**config.mk**
```make
export PLATFORM = sky130hd
export DESIGN_NAME = shrink_arbiter_flat
export DESIGN_NICKNAME = d
export VERILOG_FILES = /design/src/rtl/shrink_arbiter_pkg.sv /design/src/rtl/shrink_arbiter_if.sv /design/src/rtl/shrink_arbiter_hold.sv /design/src/rtl/shrink_arbiter.sv /design/src/flat_wrapper.sv
export SDC_FILE = /design/constraint.sdc
export NUM_CORES = 1
export LEC_CHECK = 0
export CAP_MARGIN = 5
export CORE_ASPECT_RATIO = 0.7
export CORE_MARGIN = 5
export CORE_UTILIZATION = 40
export CTS_BUF_LIST = sky130_fd_sc_hd__clkbuf_4 sky130_fd_sc_hd__clkbuf_8
export DETAILED_ROUTE_END_ITERATION = 12
export GPL_ROUTABILITY_DRIVEN = 0
export PLACE_DENSITY = 0.67
export SETUP_SLACK_MARGIN = 0.02
export SYNTH_ARGS = -nofsm -noshare
export SYNTH_HDL_FRONTEND = slang
export SYNTH_SLANG_ARGS = --single-unit
export TNS_END_PERCENT = 100
```
**constraint.sdc**
```tcl
create_clock -name clk -period 2.65 [get_ports clk]
set_input_delay 0.53 -clock clk [delete_from_list [all_inputs] [get_ports clk]]
set_output_delay 0.53 -clock clk [all_outputs]
set_load 0.02 [all_outputs]
```
**src/rtl/shrink_arbiter_pkg.sv**
```systemverilog
// Shared definitions for the two-requester sample-halving arbiter:
// source tags, default width and the reference halving arithmetic.
package shrink_arbiter_pkg;

  localparam int DEFAULT_WIDTH = 32;
  // Widest sample the halving helper can process; WIDTH must not exceed it.
  localparam int MAX_WIDTH = 64;

  typedef enum logic {
    SRC_A = 1'b0,
    SRC_B = 1'b1
  } src_e;

  // Halve each signed half of a WIDTH-bit complex sample. Each half keeps
  // bits [half-1:1], which lands the sign bit in the magnitude field.
  // The upper two result bits are always zero.
  function automatic logic [MAX_WIDTH-1:0] shrink_sample(
    input logic [MAX_WIDTH-1:0] sample,
    input int                   width
  );
    logic [MAX_WIDTH+1:0] ext;
    logic [MAX_WIDTH-1:0] res;
    ext = {2'b00, sample};
    res = {MAX_WIDTH{1'b0}};
    for (int i = 0; i < MAX_WIDTH; i++) begin
      if (i < (width / 2) - 1) begin
        res[i] = ext[i+1];
      end else if (i < width - 2) begin
        res[i] = ext[i+2];
      end else begin
        res[i] = 1'b0;
      end
    end
    return res;
  endfunction

endpackage

```
**src/rtl/shrink_arbiter_if.sv**
```systemverilog
// Bundle of requester and consumer signals for shrink_arbiter.
// Grant counters exist only when SHRINK_ARB_STATS_EN is defined.
interface shrink_arbiter_if
  import shrink_arbiter_pkg::*;
#(
  parameter int WIDTH = DEFAULT_WIDTH
);

  logic [WIDTH-1:0] in_a_data;
  logic             in_a_nd;
  logic             in_a_ready;
  logic [WIDTH-1:0] in_b_data;
  logic             in_b_nd;
  logic             in_b_ready;
  logic [WIDTH-1:0] out_data;
  logic             out_nd;
  logic             out_src;
  logic             error;
`ifdef SHRINK_ARB_STATS_EN
  logic [15:0]      grant_cnt_a;
  logic [15:0]      grant_cnt_b;
`endif

  modport slave (
    input  in_a_data, in_a_nd, in_b_data, in_b_nd,
    output in_a_ready, in_b_ready, out_data, out_nd, out_src, error
`ifdef SHRINK_ARB_STATS_EN
    , output grant_cnt_a, grant_cnt_b
`endif
  );

  modport master (
    output in_a_data, in_a_nd, in_b_data, in_b_nd,
    input  in_a_ready, in_b_ready, out_data, out_nd, out_src, error
`ifdef SHRINK_ARB_STATS_EN
    , input grant_cnt_a, grant_cnt_b
`endif
  );

endinterface

```
**src/rtl/shrink_arbiter_hold.sv**
```systemverilog
// One-entry holding register for a single requester. A new sample may be
// loaded in the same cycle the held one is granted away.
module shrink_hold
  import shrink_arbiter_pkg::*;
#(
  parameter int WIDTH = DEFAULT_WIDTH
) (
  input  logic             clk,
  input  logic             rst_n,
  input  logic             i_nd,
  input  logic [WIDTH-1:0] i_data,
  input  logic             i_grant,
  output logic             o_full,
  output logic             o_ready,
  output logic [WIDTH-1:0] o_data,
  output logic             o_ovf
);

  logic             r_full;
  logic             r_ready;
  logic [WIDTH-1:0] r_data;
  logic             w_load;
  logic             w_full_nxt;

  // Load/overflow decision and next occupancy.
  always_comb begin
    w_load     = i_nd & (~r_full | i_grant);
    o_ovf      = i_nd & r_full & ~i_grant;
    w_full_nxt = r_full;
    if (w_load) begin
      w_full_nxt = 1'b1;
    end else if (i_grant) begin
      w_full_nxt = 1'b0;
    end else begin
      w_full_nxt = r_full;
    end
  end

  // Occupancy, ready flag and held sample.
  always_ff @(posedge clk or negedge rst_n) begin
    if (!rst_n) begin
      r_full  <= 1'b0;
      r_ready <= 1'b1;
      r_data  <= {WIDTH{1'b0}};
    end else begin
      r_full  <= w_full_nxt;
      r_ready <= ~w_full_nxt;
      if (w_load) begin
        r_data <= i_data;
      end else begin
        r_data <= r_data;
      end
    end
  end

  assign o_full  = r_full;
  assign o_ready = r_ready;
  assign o_data  = r_data;

endmodule

```
**src/rtl/shrink_arbiter.sv**
```systemverilog
// Round-robin arbiter sharing one complex-sample halving datapath between
// two requesters. Define SHRINK_ARB_STATS_EN to add saturating grant counters.
module shrink_arbiter
  import shrink_arbiter_pkg::*;
#(
  parameter int WIDTH = DEFAULT_WIDTH
) (
  input  logic           clk,
  input  logic           rst_n,
  shrink_arbiter_if.slave bus
);

  logic             w_full_a;
  logic             w_full_b;
  logic             w_ready_a;
  logic             w_ready_b;
  logic             w_ovf_a;
  logic             w_ovf_b;
  logic [WIDTH-1:0] w_data_a;
  logic [WIDTH-1:0] w_data_b;
  logic             w_grant_a;
  logic             w_grant_b;
  src_e             w_src;
  logic [WIDTH-1:0] w_sel_data;
  logic [WIDTH-1:0] w_shrunk;

  src_e             r_last_grant;
  logic [WIDTH-1:0] r_out_data;
  logic             r_out_nd;
  src_e             r_out_src;
  logic             r_error;

  shrink_hold #(.WIDTH(WIDTH)) u_hold_a (
    .clk     (clk),
    .rst_n   (rst_n),
    .i_nd    (bus.in_a_nd),
    .i_data  (bus.in_a_data),
    .i_grant (w_grant_a),
    .o_full  (w_full_a),
    .o_ready (w_ready_a),
    .o_data  (w_data_a),
    .o_ovf   (w_ovf_a)
  );

  shrink_hold #(.WIDTH(WIDTH)) u_hold_b (
    .clk     (clk),
    .rst_n   (rst_n),
    .i_nd    (bus.in_b_nd),
    .i_data  (bus.in_b_data),
    .i_grant (w_grant_b),
    .o_full  (w_full_b),
    .o_ready (w_ready_b),
    .o_data  (w_data_b),
    .o_ovf   (w_ovf_b)
  );

  // Grant selection (contention goes to the requester not served last)
  // and halving of the granted sample.
  always_comb begin
    w_grant_a = 1'b0;
    w_grant_b = 1'b0;
    if (w_full_a && w_full_b) begin
      if (r_last_grant == SRC_B) begin
        w_grant_a = 1'b1;
      end else begin
        w_grant_b = 1'b1;
      end
    end else if (w_full_a) begin
      w_grant_a = 1'b1;
    end else if (w_full_b) begin
      w_grant_b = 1'b1;
    end else begin
      w_grant_a = 1'b0;
      w_grant_b = 1'b0;
    end
    w_src      = w_grant_b ? SRC_B : SRC_A;
    w_sel_data = w_grant_b ? w_data_b : w_data_a;
    w_shrunk   = WIDTH'(shrink_sample(MAX_WIDTH'(w_sel_data), WIDTH));
  end

  // Output register, round-robin pointer and sticky overflow flag.
  always_ff @(posedge clk or negedge rst_n) begin
    if (!rst_n) begin
      r_last_grant <= SRC_B;
      r_out_data   <= {WIDTH{1'b0}};
      r_out_nd     <= 1'b0;
      r_out_src    <= SRC_A;
      r_error      <= 1'b0;
    end else begin
      r_out_nd <= w_grant_a | w_grant_b;
      r_error  <= r_error | w_ovf_a | w_ovf_b;
      if (w_grant_a || w_grant_b) begin
        r_last_grant <= w_src;
        r_out_data   <= w_shrunk;
        r_out_src    <= w_src;
      end else begin
        r_last_grant <= r_last_grant;
        r_out_data   <= r_out_data;
        r_out_src    <= r_out_src;
      end
    end
  end

  assign bus.in_a_ready = w_ready_a;
  assign bus.in_b_ready = w_ready_b;
  assign bus.out_data   = r_out_data;
  assign bus.out_nd     = r_out_nd;
  assign bus.out_src    = r_out_src;
  assign bus.error      = r_error;

`ifdef SHRINK_ARB_STATS_EN
  logic [15:0] r_grant_cnt_a;
  logic [15:0] r_grant_cnt_b;

  // Per-requester grant counters, saturating at all-ones.
  always_ff @(posedge clk or negedge rst_n) begin
    if (!rst_n) begin
      r_grant_cnt_a <= 16'd0;
      r_grant_cnt_b <= 16'd0;
    end else begin
      if (w_grant_a && (r_grant_cnt_a != 16'hFFFF)) begin
        r_grant_cnt_a <= r_grant_cnt_a + 16'd1;
      end else begin
        r_grant_cnt_a <= r_grant_cnt_a;
      end
      if (w_grant_b && (r_grant_cnt_b != 16'hFFFF)) begin
        r_grant_cnt_b <= r_grant_cnt_b + 16'd1;
      end else begin
        r_grant_cnt_b <= r_grant_cnt_b;
      end
    end
  end

  assign bus.grant_cnt_a = r_grant_cnt_a;
  assign bus.grant_cnt_b = r_grant_cnt_b;
`endif

endmodule

```
**src/flat_wrapper.sv**
```systemverilog
// flat-port wrapper written by rule: the top's interface ports become plain ports
module shrink_arbiter_flat import shrink_arbiter_pkg::*;
#(
  parameter int WIDTH = DEFAULT_WIDTH
)
  (clk, rst_n, bus_in_a_data, bus_in_a_nd, bus_in_b_data, bus_in_b_nd, bus_in_a_ready, bus_in_b_ready, bus_out_data, bus_out_nd, bus_out_src, bus_error);
  shrink_arbiter_if #(.WIDTH(WIDTH)) bus_i ();
  input  logic clk;
  input  logic rst_n;
  input wire logic [$bits(bus_i.in_a_data)-1:0] bus_in_a_data;
  input wire logic [$bits(bus_i.in_a_nd)-1:0] bus_in_a_nd;
  input wire logic [$bits(bus_i.in_b_data)-1:0] bus_in_b_data;
  input wire logic [$bits(bus_i.in_b_nd)-1:0] bus_in_b_nd;
  output wire logic [$bits(bus_i.in_a_ready)-1:0] bus_in_a_ready;
  output wire logic [$bits(bus_i.in_b_ready)-1:0] bus_in_b_ready;
  output wire logic [$bits(bus_i.out_data)-1:0] bus_out_data;
  output wire logic [$bits(bus_i.out_nd)-1:0] bus_out_nd;
  output wire logic [$bits(bus_i.out_src)-1:0] bus_out_src;
  output wire logic [$bits(bus_i.error)-1:0] bus_error;
  assign bus_i.in_a_data = bus_in_a_data;
  assign bus_i.in_a_nd = bus_in_a_nd;
  assign bus_i.in_b_data = bus_in_b_data;
  assign bus_i.in_b_nd = bus_in_b_nd;
  assign bus_in_a_ready = bus_i.in_a_ready;
  assign bus_in_b_ready = bus_i.in_b_ready;
  assign bus_out_data = bus_i.out_data;
  assign bus_out_nd = bus_i.out_nd;
  assign bus_out_src = bus_i.out_src;
  assign bus_error = bus_i.error;
  shrink_arbiter #(.WIDTH(WIDTH)) u_core (.clk(clk), .rst_n(rst_n), .bus(bus_i));
endmodule
```
Word level (Yosys, flattened, before mapping)
Cells that the tools add are included.
- bits in registers: 102
- output and inout bits: 37
- muxes and demuxes: 13
- bitwise operators: 17
- reductions and logical operators: 2
- operator list (kind ; number):
    two-way mux 32 bit ; 1
    two-way mux 1 bit ; 12
    bitwise AND 1 bit ; 6
    inverter 1 bit ; 6
    bitwise OR 1 bit ; 5
    logical AND 1 bit ; 1
    logical OR 1 bit ; 1

Longest topological paths before layout
- word-level depth: 7
- mapped depth: 5
- gate-level depth less buffers: 3

Modules after synthesis
A second synthesis with hierarchy kept.
- cell total of the unflattened synthesis: 337
- area, all modules: 4778.3 µm²
- by module, submodules not included (module ; instances ; cells each ; area an instance (µm²) ; seq. area each (µm²)):
    shrink_hold ; 2 ; 75 ; 1431.4 ; 852.1
    shrink_arbiter ; 1 ; 187 ; 1915.6 ; 852.1

Worst setup path after synthesis
No wires, ideal clock.
- path kind: register to register
- from: reg u_core.r_last_grant
- to: reg u_core.r_out_data[20], in the netlist u_core.bus.out_data[20]
- data arrival time: 1281 ps
- data required time: 2527 ps
- slack: 1247 ps
- stages on the path, launching flop included: 6
- buffers on the path: 2
- clock period less this slack: 1403 ps
- cell sequence: dfstp_2 buf_4 nand2b_1 nand2_1 buf_2 o221a_2
- word-level cells in the longest chain between the ends: 3
- elaborated cells on any way between the ends: 6
- those cells by class: mux (5); reduce/logical (1)
- ends and longest elaborated chain (what ; line ; RTL):
    start: declaration ; shrink_arbiter.sv:27 ; src_e r_last_grant;
    start signal: assignment ; shrink_arbiter.sv:93 ; r_last_grant <= w_src;
    start signal: assignment ; shrink_arbiter.sv:97 ; r_last_grant <= r_last_grant;
    two-way mux 1 bit ; shrink_arbiter.sv:63 ; if (r_last_grant == SRC_B) begin
    two-way mux 1 bit ; shrink_arbiter.sv:62 ; if (w_full_a && w_full_b) begin
    two-way mux 32 bit / logical OR 1 bit (equally long branches) ; shrink_arbiter.sv:77, shrink_arbiter.sv:92 ;
    end signal: assignment ; shrink_arbiter.sv:85 ; r_out_data <= {WIDTH{1'b0}};
    end signal: assignment ; shrink_arbiter.sv:94 ; r_out_data <= w_shrunk;
    end signal: assignment ; shrink_arbiter.sv:98 ; r_out_data <= r_out_data;
    end: declaration ; shrink_arbiter.sv:28 ; logic [WIDTH-1:0] r_out_data;
Parallel ways exist; a longest one is shown, timed or not.
A chain may end at the register's enable or synchronous reset.

Worst setup path in the final report
- from: reg u_core.u_hold_b.r_ready, in the netlist u_core.u_hold_b.o_ready
- to: out bus_in_b_ready
- RTL lines (what ; line ; RTL):
    start: declaration ; shrink_arbiter_hold.sv:20 ; logic r_ready;
    start signal: assignment ; shrink_arbiter_hold.sv:47 ; r_ready <= ~w_full_nxt;
    end: declaration ; flat_wrapper.sv:15 ; output wire logic [$bits(bus_i.in_b_ready)-1:0] bus_in_b_ready;
No word-level cell between the ends.

==> results.json <==
{
  "cp.depth": 1,
  "grt_max_degree": 60,
  "areaGrowthSynthToFinish_pct": 32.36,
  "final_nets": 453,
  "fmax_mhz": 487.2,
  "critPathBufInv": 1,
  "cp_slowest_cell": "clkdlybuf4s50_1",
  "worstSkewPairLatency_ns": 0.36,
  "pwr-share-seq_pct": 40.9,
  "status": "finished, final reports clean",
  "start_util_pct": 40.74,
  "multi_input_area_um2": 1572,
  "setup_viol": 0,
  "synthAdderAreaFrac_pct": 0,
  "skew_ns": 0.007692,
  "first_pass_iters": 4,
  "wl_met1_um": 4496,
  "n_antenna_cell": 0,
  "synth_compound_area_share_pct": 15.18,
  "crit_path_start_kind": "flop",
  "hpwlAfterDp_um": 6218,
  "r2r_end": "u_core.u_hold_b.o_data[9]",
  "syn_area_per_cell_um2": 14.34,
  "power_density_nw_per_um2": 1023,
  "pin_count": 105,
  "cts_setup_buffers": 0,
  "overflow": 0,
  "crit_family": "buffers and inverters",
  "cts_buffer_depth": 2,
  "syn-instance-count": 292,
  "htreeDepth": 3,
  "rsz0062_at_grt": "false",
  "p_comb_share_pct": 37.1,
  "post-route-min-period_ns": 2.053,
  "dr_wl_met2_um": 4266,
  "die_x_um": 132.3,
  "utilization_pct": 53.93,
  "ys_seq_elements": 98,
  "p_int_mw": 3.898,
  "post_drt_wl_per_cell_um": 18.25,
  "finalSetupTns_ns": 0,
  "vias_per_cell": 5.247,
  "core_area_um2": 10280,
  "synth_top_area_cell": "dfrtp_1",
  "rr_worst_depth": 5,
  "tightest_slew_ns": 1.132,
  "die_h_um": 95.61,
  "slew_headroom_pct": 24.22,
  "via_count": 2739,
  "drtIter0Drc": 102,
  "synthXorXnorAreaFrac_pct": 0,
  "r2r-start": "u_core.u_hold_a.o_full",
  "cap_violations": 0,
  "synthMuxAreaShare_pct": 16.37,
  "worstPathCellList": "clkdlybuf4s50_1",
  "crit_path_max_incr_delay_ns": 0.64,
  "yosysWarnings": 0,
  "grt_first_pass_wirelength_um": 15410,
  "layout.cells.most_common": "clkdlybuf4s50_1",
  "drc": 0,
  "grt_pass1_vias": 2980,
  "crit_type": "flop to output pin",
  "regArea_um2": 2457,
  "hold_class": "input port to asynchronous set/reset pin",
  "cts_resized": 0,
  "cts.reportedPaths.clkPinSlew_ns": 0.09,
  "synth_top_family_by_area": "multiplexers",
  "fin_area_um2": 5543,
  "rows": 31,
  "numCtsBuffers": 9,
  "syn_area_um2": 4188,
  "drive_above_1_share_pct": 16.41,
  "drv_slew": 0,
  "cts_sinks": 98,
  "numPortBuffers": 98,
  "crit_arrival_ns": 1.52,
  "n_fill_cell": 854,
  "fin_crit_sh_pct": 77.46,
  "hold_viol_final": 0,
  "antenna_left": 0,
  "ys_types": 27,
  "final_cell_mix": "clkdlybuf4s50_1, dfrtp_1, mux2_1, nor2b_1, a211o_1",
  "cp.required_ns": 2.12,
  "worst_ir_drop_vdd_mv": 0.4150,
  "ys_top_cells_by_area": "dfrtp_1, mux2_1, o221a_2",
  "clockPowerShare_pct": 22.0,
  "reg2reg_setup_slack_ns": 0.72,
  "place_area_um2": 5273,
  "critical_path.max_fanout": 1,
  "netlist.area_leader.share_pct": 56.77,
  "p_switching_mw": 1.771,
  "cts_tree": "yes",
  "ctsHoldBuffers": 0,
  "synth_simple_gate_area_share_pct": 5.497,
  "highest_layer": "met4",
  "synth-seq-area-share_pct": 58.65,
  "antenna_found_initial": 0,
  "dieArea_um2": 12650,
  "cts_root_buffer": "clkbuf_8",
  "wirelength_um": 9525,
  "wl_met3_um": 624,
  "cp-end-kind": "output pin",
  "p_sw_share_pct": 31.24,
  "grt_use_total_pct": 15.49,
  "finalPower_mw": 5.669,
  "p_leak_nw": 2.277
}
-- synthesized netlist by cell type --
cell type and number:
dfstp_2 3, o221a_1 1, or2_1 1, buf_2 9, o21ai_2 1, dfrtp_1 95
a211o_1 30, mux2i_1 1, a31oi_1 1, o21bai_1 1, or2_2 1, buf_1 2
conb_1 1, buf_4 8, buf_6 4, nand2b_1 1, mux2_1 60, o21ai_0 1
inv_1 1, nand3_1 1, inv_2 1, nor2_1 2, nand2_1 3, o21a_1 1
nor2b_1 30, o221a_2 29, clkbuf_1 3
-- sequential cells by signal (all words and copies together) (netlist names) --
name and cells:
u_core.bus.out_src 1, u_core.bus.out_nd 1, u_core.u_hold_b.o_ready 1, u_core.r_last_grant 1, u_core.u_hold_a.o_ready 1, u_core.u_hold_b.o_data 30
u_core.u_hold_a.o_full 1, u_core.u_hold_a.o_data 30, u_core.bus.error 1, u_core.u_hold_b.o_full 1, u_core.bus.out_data 30
-- metal layers --
metal | track usage [%] | up-vias
li1 | - | 1268
met3 | 5.749 | 12
met4 | 4.492 | 0
met2 | 23.95 | 77
met1 | 20.60 | 1382
met5 | 0 | -
-- final cells by class --
type	instances	area share, %
Sequential cell	98	44.33
Multi-Input combinational cell	167	28.35
Timing Repair Buffer	107	19.32
Tap cell	132	2.980
Clock buffer	11	2.619
Clock inverter	5	2.257
Inverter	2	0.1354
-- metrics by stage --
step / hold WS, ns / worst slack [ns] / cells
after floorplan: 0.2344 / 1.247 / 293
after global placement: 0.4754 / 0.6207 / 506
after detailed placement: 0.4818 / 0.5816 / 506
after CTS: 0.1497 / 0.5797 / 522
after global routing: 0.1594 / 0.5441 / 522
final: 0.1450 / 0.5972 / 522
-- kinds of logic after synthesis --
group,Yosys count
other cells,1
compound gates,65
simple gates,39
buf+inv,28
mux,61
flops,98
-- power groups by stage --
stage | Clock [mW] | Sequential, mW | Combinational, mW
detailed placement | 0 | 2.35 | 2.13
floorplan | 0 | 2.57 | 1.00
global placement | 0 | 2.33 | 2.09
global route | 1.35 | 2.39 | 2.26
finish | 1.25 | 2.32 | 2.10
CTS | 1.28 | 2.32 | 2.14
-- worst max path at each step --
| stage | start | endpoint | slack (ns) |
|---|---|---|---|
| final | u_core.u_hold_b.o_ready | bus_in_b_ready | 0.60 |
| after global routing | u_core.u_hold_b.o_ready | bus_in_b_ready | 0.54 |
| after CTS | u_core.u_hold_b.o_ready | bus_in_b_ready | 0.58 |
| after detailed placement | bus_in_a_nd | u_core.u_hold_a.o_data[21] | 0.58 |
| after global placement | bus_in_a_nd | u_core.u_hold_a.o_data[19] | 0.62 |
| after floorplan | u_core.r_last_grant | u_core.bus.out_data[20] | 1.25 |
No activity file was read; power rests on OpenSTA's default activity.
